<file path="config.mk">
export PLATFORM = sky130hd
export DESIGN_NAME = mealy_seq_detector
export DESIGN_NICKNAME = d
export VERILOG_FILES = /design/src/rtl/seq_det_pkg.sv /design/src/rtl/seq_det_sat_cnt.sv /design/src/rtl/mealy_seq_detector.sv
export SDC_FILE = /design/constraint.sdc
export NUM_CORES = 1
export LEC_CHECK = 0
export ABC_AREA = 1
export BUFFER_PORTS_ARGS = -buffer_cell sky130_fd_sc_hd__buf_2
export CELL_PAD_IN_SITES_DETAIL_PLACEMENT = 1
export CELL_PAD_IN_SITES_GLOBAL_PLACEMENT = 1
export CORE_ASPECT_RATIO = 0.7
export CORE_MARGIN = 2
export CORE_UTILIZATION = 38
export DETAILED_ROUTE_END_ITERATION = 6
export PLACE_DENSITY_LB_ADDON = 0.1
export SYNTH_ARGS = -nofsm -noshare
export SYNTH_HDL_FRONTEND = slang
export SYNTH_SLANG_ARGS = --single-unit
</file>
<file path="constraint.sdc">
create_clock -name clk -period 1.5 [get_ports clk]
set_input_delay 0.3 -clock clk [delete_from_list [all_inputs] [get_ports clk]]
set_output_delay 0.3 -clock clk [all_outputs]
set_load 0.03 [all_outputs]
</file>
<file path="src/rtl/seq_det_pkg.sv">
// Shared types for the serial pattern detector: FSM state encoding and fill-counter sizing.
package seq_det_pkg;

  typedef enum logic [1:0] {
    FILL    = 2'b00,
    ARMED   = 2'b01,
    LOAD    = 2'b10,
    ILLEGAL = 2'b11
  } det_state_t;

  // Bits needed to count 0..pat_len inclusive.
  function automatic int fill_width(input int pat_len);
    return $clog2(pat_len + 1);
  endfunction

endpackage

</file>
<file path="src/rtl/seq_det_sat_cnt.sv">
// Saturating up-counter; a clear takes priority over an increment in the same cycle.
module seq_det_sat_cnt #(
  parameter int unsigned CNT_W = 8
) (
  input  logic             clk,
  input  logic             rst,
  input  logic             inc,
  input  logic             clr,
  output logic [CNT_W-1:0] count
);

  always_ff @(posedge clk or posedge rst) begin
    if (rst) begin
      count <= '0;
    end else if (clr) begin
      count <= '0;
    end else if (inc && (count != '1)) begin
      count <= count + CNT_W'(1);
    end
  end

endmodule

</file>
<file path="src/rtl/mealy_seq_detector.sv">
// Runtime-programmable serial pattern detector with registered match pulse and saturating count.
// Define SEQ_DET_MASK_EN to add a per-bit don't-care mask (cfg_mask) to the comparison.
module mealy_seq_detector
  import seq_det_pkg::*;
#(
  parameter int unsigned           PAT_LEN     = 3,
  parameter logic [PAT_LEN-1:0]    DEFAULT_PAT = '0,
  parameter int unsigned           CNT_W       = 8
) (
  input  logic               clk,
  input  logic               rst,
  input  logic               in_valid,
  input  logic               inp,
  input  logic               overlap,
  input  logic               cfg_load,
  input  logic [PAT_LEN-1:0] cfg_pattern,
`ifdef SEQ_DET_MASK_EN
  input  logic [PAT_LEN-1:0] cfg_mask,
`endif
  input  logic               cnt_clr,
  output logic               out,
  output logic [CNT_W-1:0]   match_count,
  output logic [1:0]         det_state
);

  localparam int FW = fill_width(int'(PAT_LEN));
  localparam logic [FW-1:0] FULL = FW'(PAT_LEN);
  localparam logic [FW-1:0] NEAR = FW'(PAT_LEN - 1);

  det_state_t         state, state_n;
  logic [PAT_LEN-1:0] pattern, pattern_n;
  logic [PAT_LEN-1:0] hist, hist_n, hist_shift;
  logic [FW-1:0]      fill, fill_n;
  logic [PAT_LEN-1:0] eff_mask;
  logic               hit, match, out_n;

`ifdef SEQ_DET_MASK_EN
  logic [PAT_LEN-1:0] mask;

  always_ff @(posedge clk or posedge rst) begin
    if (rst) begin
      mask <= '1;
    end else if (cfg_load) begin
      mask <= cfg_mask;
    end
  end

  assign eff_mask = mask;
`else
  assign eff_mask = '1;
`endif

  always_ff @(posedge clk or posedge rst) begin
    if (rst) begin
      state   <= FILL;
      pattern <= DEFAULT_PAT;
      hist    <= '0;
      fill    <= '0;
      out     <= 1'b0;
    end else begin
      state   <= state_n;
      pattern <= pattern_n;
      hist    <= hist_n;
      fill    <= fill_n;
      out     <= out_n;
    end
  end

  // A completing bit only needs PAT_LEN-1 bits already in history.
  always_comb begin
    hist_shift = {hist[PAT_LEN-2:0], inp};
    hit        = ((hist_shift ^ pattern) & eff_mask) == '0;
    match      = in_valid && !cfg_load && (state != ILLEGAL) && (fill >= NEAR) && hit;
    out_n      = match;
  end

  always_comb begin
    state_n   = state;
    pattern_n = pattern;
    hist_n    = hist;
    fill_n    = fill;
    if (cfg_load) begin
      pattern_n = cfg_pattern;
      fill_n    = '0;
      state_n   = LOAD;
    end else if (state == ILLEGAL) begin
      state_n = FILL;
    end else if (in_valid) begin
      hist_n = hist_shift;
      if (match && !overlap) begin
        fill_n  = '0;
        state_n = FILL;
      end else begin
        fill_n  = (fill == FULL) ? fill : fill + FW'(1);
        state_n = (fill_n == FULL) ? ARMED : FILL;
      end
    end else if (state == LOAD) begin
      state_n = FILL;
    end
  end

  assign det_state = state;

  seq_det_sat_cnt #(
    .CNT_W(CNT_W)
  ) u_cnt (
    .clk  (clk),
    .rst  (rst),
    .inc  (match),
    .clr  (cnt_clr),
    .count(match_count)
  );

endmodule
</file>
* Word level (Yosys, flattened, before mapping)
Cells that the tools add are included.
Cells by class: add/sub/neg operators 2, $mul 0, div/mod/pow operators 0, order comparisons 1, equal/unequal tests 7, shift-type cells 0, muxes and demuxes 13, bitwise operators 3, reductions and logical operators 14
Operators with widths (count):
- 2-bit two-way mux | 9
- 8-bit two-way mux | 2
- 8-bit by 1-bit adder with 8-bit output (second input constant) | 1
- 2-bit == test (second input constant) | 4
- 8-bit inequality test (second input constant) | 1
- 1-bit logical AND | 6
- 2-bit inequality test (second input constant) | 2
- 2-bit nonzero test | 2
- 4-bit nonzero test | 1
- 3-bit logical NOT | 1
- 3-bit AND reduction | 1
- 3-bit bitwise XOR | 1
- 2-bit by 1-bit adder with 2-bit output (second input constant) | 1
- 2-bit >= comparator (second input constant) | 1
- 1-bit logical NOT | 2
- 1-bit two-way mux | 2
- 1-bit NOT | 2
- 2-bit AND reduction | 1
Storage, ports and cells: register bits after elaboration 18, bits in latches 0, bits in writable memories 0, memory bits (read-only) 0, input port bits 10, output and inout port bits 11, logic and storage cells 46, memories 0

* Longest topological paths before layout
Gate-level depths: netlist of run 1.
depth in word-level cells 10, gate-level depth with buffers 9, depth with buffers taken out 9

* Modules after synthesis
Synthesis of run 1 repeated with hierarchy kept, for this count alone.
Unflattened totals: cell total of the unflattened synthesis 128, area, all modules 1003.5 µm²
Modules (own cells, without submodules):
- seq_det_sat_cnt | instances 1, cells an instance 69, area an instance 506.7 µm², seq. area each 200.2 µm²
- mealy_seq_detector | instances 1, cells an instance 59, area an instance 496.7 µm², seq. area each 250.2 µm²

* Worst setup path after synthesis of run 1
No wires, ideal clock.
kind register -> register, from reg u_cnt.count[0], to reg u_cnt.count[7], setup time 0.118 ns, arrival time 1.387 ns, required time 1.382 ns, setup slack -0.005 ns, stages on the path, launching flop included 9, buffers on the path 0, period minus slack after synthesis 1.505 ns, cell sequence dfrtp_1 -> ha_1 -> nand2_1 -> inv_1 -> nand4_2 -> nand3_4 -> nand2_4 -> nand2_1 -> nand2_1
Between the ends: longest elaborated chain between the ends 3, elaborated cells between the ends (all ways) 6, classes of those cells add/sub: 1; eq/ne: 1; mux: 2; reduce/logical: 2
RTL lines:
- start: declaration | line seq_det_sat_cnt.sv:9 | output logic [CNT_W-1:0] count
- start signal: assignment | line seq_det_sat_cnt.sv:18 | count <= count + CNT_W'(1);
- 8-bit by 1-bit adder with 8-bit output or 8-bit inequality test (tied branches) | line seq_det_sat_cnt.sv:18, seq_det_sat_cnt.sv:17
- 8-bit two-way mux or 1-bit logical AND (tied branches) | line seq_det_sat_cnt.sv:17 | end else if (inc && (count != '1)) begin
- 8-bit two-way mux or 2-bit nonzero test (tied branches)
Parallel ways exist; a longest one is shown, timed or not. The select of a mux whose other input is x is not followed. A chain may end at the register's enable or synchronous reset.

* Worst setup path after layout of run 1
from reg u_cnt.count[0], to reg u_cnt.count[1]
Same word-level chain as after synthesis.

==> results.cfg, run 1 <==
[cells_and_area]
drive_gt1_share_pct = 27.3
fillCellCount = 322
seqCellArea_um2 = 452
antenna_cells = 0
synthToLayoutAreaGrowth_pct = 22.7
nets = 162
multiInputGateArea_um2 = 477

[synthesis]
ys_seq_elements = 18
synth_xor_area_share_pct = 3.57
ys_seq_area_share_pct = 45.9
synth.distinct_cells = 25
synth_area_per_cell_um2 = 7.92
synth_area_leaders = dfrtp_1 46%, nand2_1 16%, nand3_1 4.6%
ys_async_sr_fraction_pct = 100
synth_top_family_by_area = simple AND/OR/NAND/NOR gates
synth-edff-count = 0
netlist.area_leader.share_pct = 45.9
synth_top_area_cell = dfrtp_1
synth-simple-area-share_pct = 37.6
synthAdderAreaFrac_pct = 1.27
syn_area_um2 = 982
synth_fp_nets = 135
synthTopCellsByCount = 42 x nand2_1, 18 x dfrtp_1, 12 x inv_1
synthFlopType = dfrtp_1
syn_inst = 124
yosys_warnings = 0
yosysMostFrequentCell = nand2_1
synth-compound-area-share_pct = 5.10
synth.area.mux_share_pct = 0

[clock_tree]
cts_made_buffers = 3
cts-hold-fix-buffers = 0
cts_tree = yes
clkTransAtPathRegs_ns = 0.07
worstSkewPairLatency_ns = 0.25
clockBufferDepth = 2
htreeDepth = 1
cts.sinks = 18
cts-root-buf = clkbuf_8
post_cts_buffers = 0
cts_resized = 0

[routing]
drt-initial-drc-count = 21
wl_per_cell_um = 12.3
ant_nets = 0
drt-total-wl_mm = 2.26
vias = 869
routed_via_density = 4.72
drt_pass1_iterations = 4
drc = 0

[setup_path]
worstSetupStartpointType = flop
critPathCaptureType = flop
worstPathArrival_ns = 1.52
worstPathMaxFanout = 5
worstSetupPathType = flop to flop
critPathRequiredTime_ns = 1.68

[grt]
grt_max_degree = 19
grt_pass1_vias = 803
overflow = 0
grt_usage_pct = 16.8
grt_antenna_before_repair = 0
grt_pass1_wl_mm = 3.73

[power]
power_density_nw_per_um2 = 871
p_leak_uw = 0.000629
ir_drop_v = 0.000573

[floorplan]
fp.dieW_um = 64.8
io_pins = 21
start_util_pct = 39.9
core_um2 = 2460
std_cell_rows = 15
fp.dieH_um = 46.5
die_area_um2 = 3010

[timing]
finalCritPeriodShare_pct = 88.9
timing.fmax_ghz = 0.750
skew_ns = 0.00537
fin_ws_ns = 0.166
period_needed_ns = 1.33
finalHoldViolations = 0
hold_ws_ns = 0.0515
rsz0062_at_grt = no
finalSetupViolations = 0
worst_pin_slew_ns = 0.291
drv_slew = 0
slew_headroom_pct = 80.5
finalSetupTns_ns = 0

[outcome]
outcome = complete, no violations

[placement]
portBuffers = 20
dp_slack_ns = 0.109
place_congestion = 0.782
dp.final_hpwl_mm = 1.85

[min_path]
hp-class = primary input to asynchronous set/reset pin

[run]
max-cap-violations = 0
layout make-up:
cell class,instances,share of cell area (%)
tap,34,3.53
inverter,15,4.67
timing repair buffer,23,10.2
sequential,18,37.5
clock buffer,4,4.57
multi-input combinational,90,39.6
path summary, 6_finish.rpt:
path | slack (ns) | cells after the start | endpoint | start
hold reg to reg | 0.48 | 1 | det_state[0] | det_state[1]
min in group clk | 0.25 | 3 | pattern[0] | cfg_pattern[0]
setup reg to reg | 0.17 | 8 | u_cnt.count[1] | u_cnt.count[0]
setup / recovery | 0.17 | 8 | u_cnt.count[1] | u_cnt.count[0]
max in group asynchronous | 1.24 | 3 | u_cnt.count[0] | rst
hold / removal | 0.05 | 3 | out | rst
worst max-delay path, stage by stage (launching register included):
cell,delay [ns]
dfrtp_2,0.43
ha_1,0.22
nand2_1,0.08
inv_2,0.05
nand4_2,0.12
nand3_4,0.12
nand2_1,0.08
nand2_1,0.07
nor2_2,0.09
routing by layer:
metal  global-route usage [%]  up-vias  share of wire, %
li1                         -      447                 -
met1                     22.7      406                50
met3                     5.38        2               4.4
met4                     3.83        0              0.49
met5                        0        -                 0
met2                     26.6       14                45
registers in the layout, summed over array words and instances (netlist names):
signal and flops:
out 1, det_state 2, pattern 3, hist 2, fill 2, u_cnt.count 8
kinds of logic (layout without fill, tap and decap cells):
group           Yosys count  after routing
compound gates            9              9
xor+xnor                  4              4
fa+ha+maj                 1              1
buf+inv                  17             42
flops                    18             18
simple gates             75             76
through the flow:
| step | power, uW | instances | utilization, % | cell area, um^2 |
|---|---|---|---|---|
| finish | 1050 | 184 | 49.0 | 1200 |
| global route | 1110 | 184 | 49.0 | 1200 |
| floorplan | 626 | 124 | - | 983 |
| detailed placement | 674 | 179 | 46.4 | 1140 |
| global placement | 667 | 179 | 46.4 | 1140 |
| CTS | 1070 | 183 | 48.6 | 1190 |
cells in the final DEF, fill, tap and decap left out, types with 2 or more instances in the layout:
cell type  count
nand2_1       42
buf_2         20
dfrtp_1       17
inv_1         11
nor2_1        11
nand3_1        9
o21ai_0        5
xor2_1         4
clkbuf_8       4
inv_2          3
buf_4          3
nor2_4         2
nand3_4        2
nor2_2         2
a21oi_1        2
report_power, final:
group / total, uW / internal, uW / switching (uW)
Sequential: 530 / 510 / 19.6
Combinational: 133 / 44.4 / 88.4
Clock: 387 / 233 / 154
(Power assumes the default switching activity.)
==> inputs of run 2 (changes only) <==
Clock period 1.5 ns to 1.3 ns, I/O delays scaled along.
==> run 2 against run 1 <==
  * The flow now finishes with violations (setup timing)
  * Worst setup slack worse by 0.23 ns
  * Combinational power is 67% higher
  * Final cell count is 5.4% higher
  * Critical endpoint is now u_cnt.count[4]
  * Largest cell class unchanged
==> results.cfg, run 2 (synthesis results as in run 1) <==
[outcome]
outcome = finished, violations left
violations = setup timing

[routing]
ant_nets = 0
drt-initial-drc-count = 32
drt_pass1_iterations = 4
drc = 0
wl_per_cell_um = 14.6
vias = 961
drt-total-wl_mm = 2.83
routed_via_density = 4.95

[cells_and_area]
synthToLayoutAreaGrowth_pct = 43.2
largest_reg_flops = 8
nets = 172
antenna_cells = 0
drive_gt1_share_pct = 50.6
utilization_pct = 57.2
final_common_cell = nand2_1
reg_top3 = u_cnt.count x8, pattern x3
instances_no_fill = 194
top_register = u_cnt.count
mostFrequentLayoutCells = 25 x nand2_1, 19 x buf_2, 14 x nand2_2

[grt]
overflow = 0
met3_usage_pct = 5.13
grt_pass1_wl_mm = 4.27
grt_antenna_before_repair = 0
grt_usage_pct = 20.1
grt_max_degree = 19
grt-busiest-layer = met2
grt.met1_usage_pct = 26.7
use_met2_pct = 29.7
grt_pass1_vias = 910

[floorplan]
die_area_um2 = 3010
start_util_pct = 39.9
fp.dieH_um = 46.5
std_cell_rows = 15
core_um2 = 2460
io_pins = 21
fp.dieW_um = 64.8

[timing]
finalHoldViolations = 0
period_needed_ns = 1.36
timing.fmax_ghz = 0.734
rsz0062_at_grt = yes
drv_slew = 0
fin_ws_ns = -0.0629
finalSetupViolations = 7
slew_headroom_pct = 75.2
skew_ns = 0.00275
worst_pin_slew_ns = 0.370
finalCritPeriodShare_pct = 105

[clock_tree]
cts-root-buf = clkbuf_8
cts_made_buffers = 3
cts.sinks = 18
worstSkewPairLatency_ns = 0.26
htreeDepth = 1
cts_tree = yes
clockBufferDepth = 2
clkTransAtPathRegs_ns = 0.07

[power]
p_leak_uw = 0.000716
power_density_nw_per_um2 = 927
ir_drop_v = 0.000588

[setup_path]
worstPathMaxFanout = 7
worstSetupPathType = flop to flop
critPathRequiredTime_ns = 1.45
path_cells = nand2_2 -> nor2_2 -> nand4_4 -> nand3_4 -> nand2_8 -> nand2_2 -> nand2_1
worstPathArrival_ns = 1.51
critPathCaptureType = flop
crit_top_cell = nand2_2
path_buf_inv = 0
path_delay_family = simple AND/OR/NAND/NOR gates
worstSetupStartpointType = flop
cp_slowest_cell = dfrtp_2
slowest_delay_ns = 0.37

[placement]
portBuffers = 20
place_congestion = 0.799
place_inst = 183
dp.final_hpwl_mm = 1.95

[run]
max-cap-violations = 0

[min_path]
hp-class = primary input to asynchronous set/reset pin
## run 2: cell types whose count changed in the layout (fill, tap and decap cells not counted), sizes merged
cell	before	now
buf	23	33
## run 2: final cells by class
cell class	instances	area, um^2
Multi-Input combinational cell	90	587
Timing Repair Buffer	33	204
Clock buffer	4	55.1
Tap cell	34	42.5
Inverter	15	58.8
Sequential cell	18	459
Fill cell	309	1050
## run 2: path summary, 6_finish.rpt
check,startpoint,to,slack [ns],cells after the start
hold reg to reg,pattern[0],pattern[0],0.49,2
hold / removal,rst,fill[0],0.008,3
min in group clk,cfg_pattern[0],pattern[0],0.20,3
setup / recovery,u_cnt.count[4],u_cnt.count[4],-0.06,7
max in group asynchronous,rst,u_cnt.count[6],1.08,3
setup reg to reg,u_cnt.count[4],u_cnt.count[4],-0.06,7
## run 2: worst register-to-register path: cells and delay by family (launching register included)
| kind | cells | cell delay, ns |
|---|---|---|
| and+or+nand+nor | 7 | 0.88 |
| DFF | 1 | 0.37 |
## run 2: timing repair
item                       in CTS  in global routing
pin swaps                       4                  6
setup endpoints to repair       6                 12
hold buffers                    0                  0
buffers inserted                4                  2
gates resized for setup         3                 29
gates cloned                    1                  0
hold endpoints to repair        0                  0
## run 2: through the flow
step | setup slack [ns] | total power [uW] | hold WS, ns | area (um^2) | TNS, ns
after floorplan | 0.000404 | 724 | 0.198 | 1010 | 0
after global placement | 0.0338 | 776 | 0.280 | 1200 | 0
after detailed placement | -0.00261 | 784 | 0.299 | 1200 | -0.00261
after CTS | 0.00119 | 1260 | 0.0186 | 1300 | 0
after global routing | -0.121 | 1360 | 0.0244 | 1410 | -1.02
final | -0.0629 | 1300 | 0.00819 | 1410 | -0.353
## run 2: routing by layer
metal  share of wire, %  up-vias  routed length (um)
met5                  0        -                   0
met4                2.5        0                  72
met3                3.5        7                 100
met2                 47       19                1330
met1                 47      469                1330
li1                   -      466                   -
## run 2: report_power, final
part	leakage [uW]	switching [uW]	internal, uW	total (uW)
clock	0.0000288	198	270	468
combinational	0.000461	135	87.6	222
sequential	0.000227	25.2	589	614
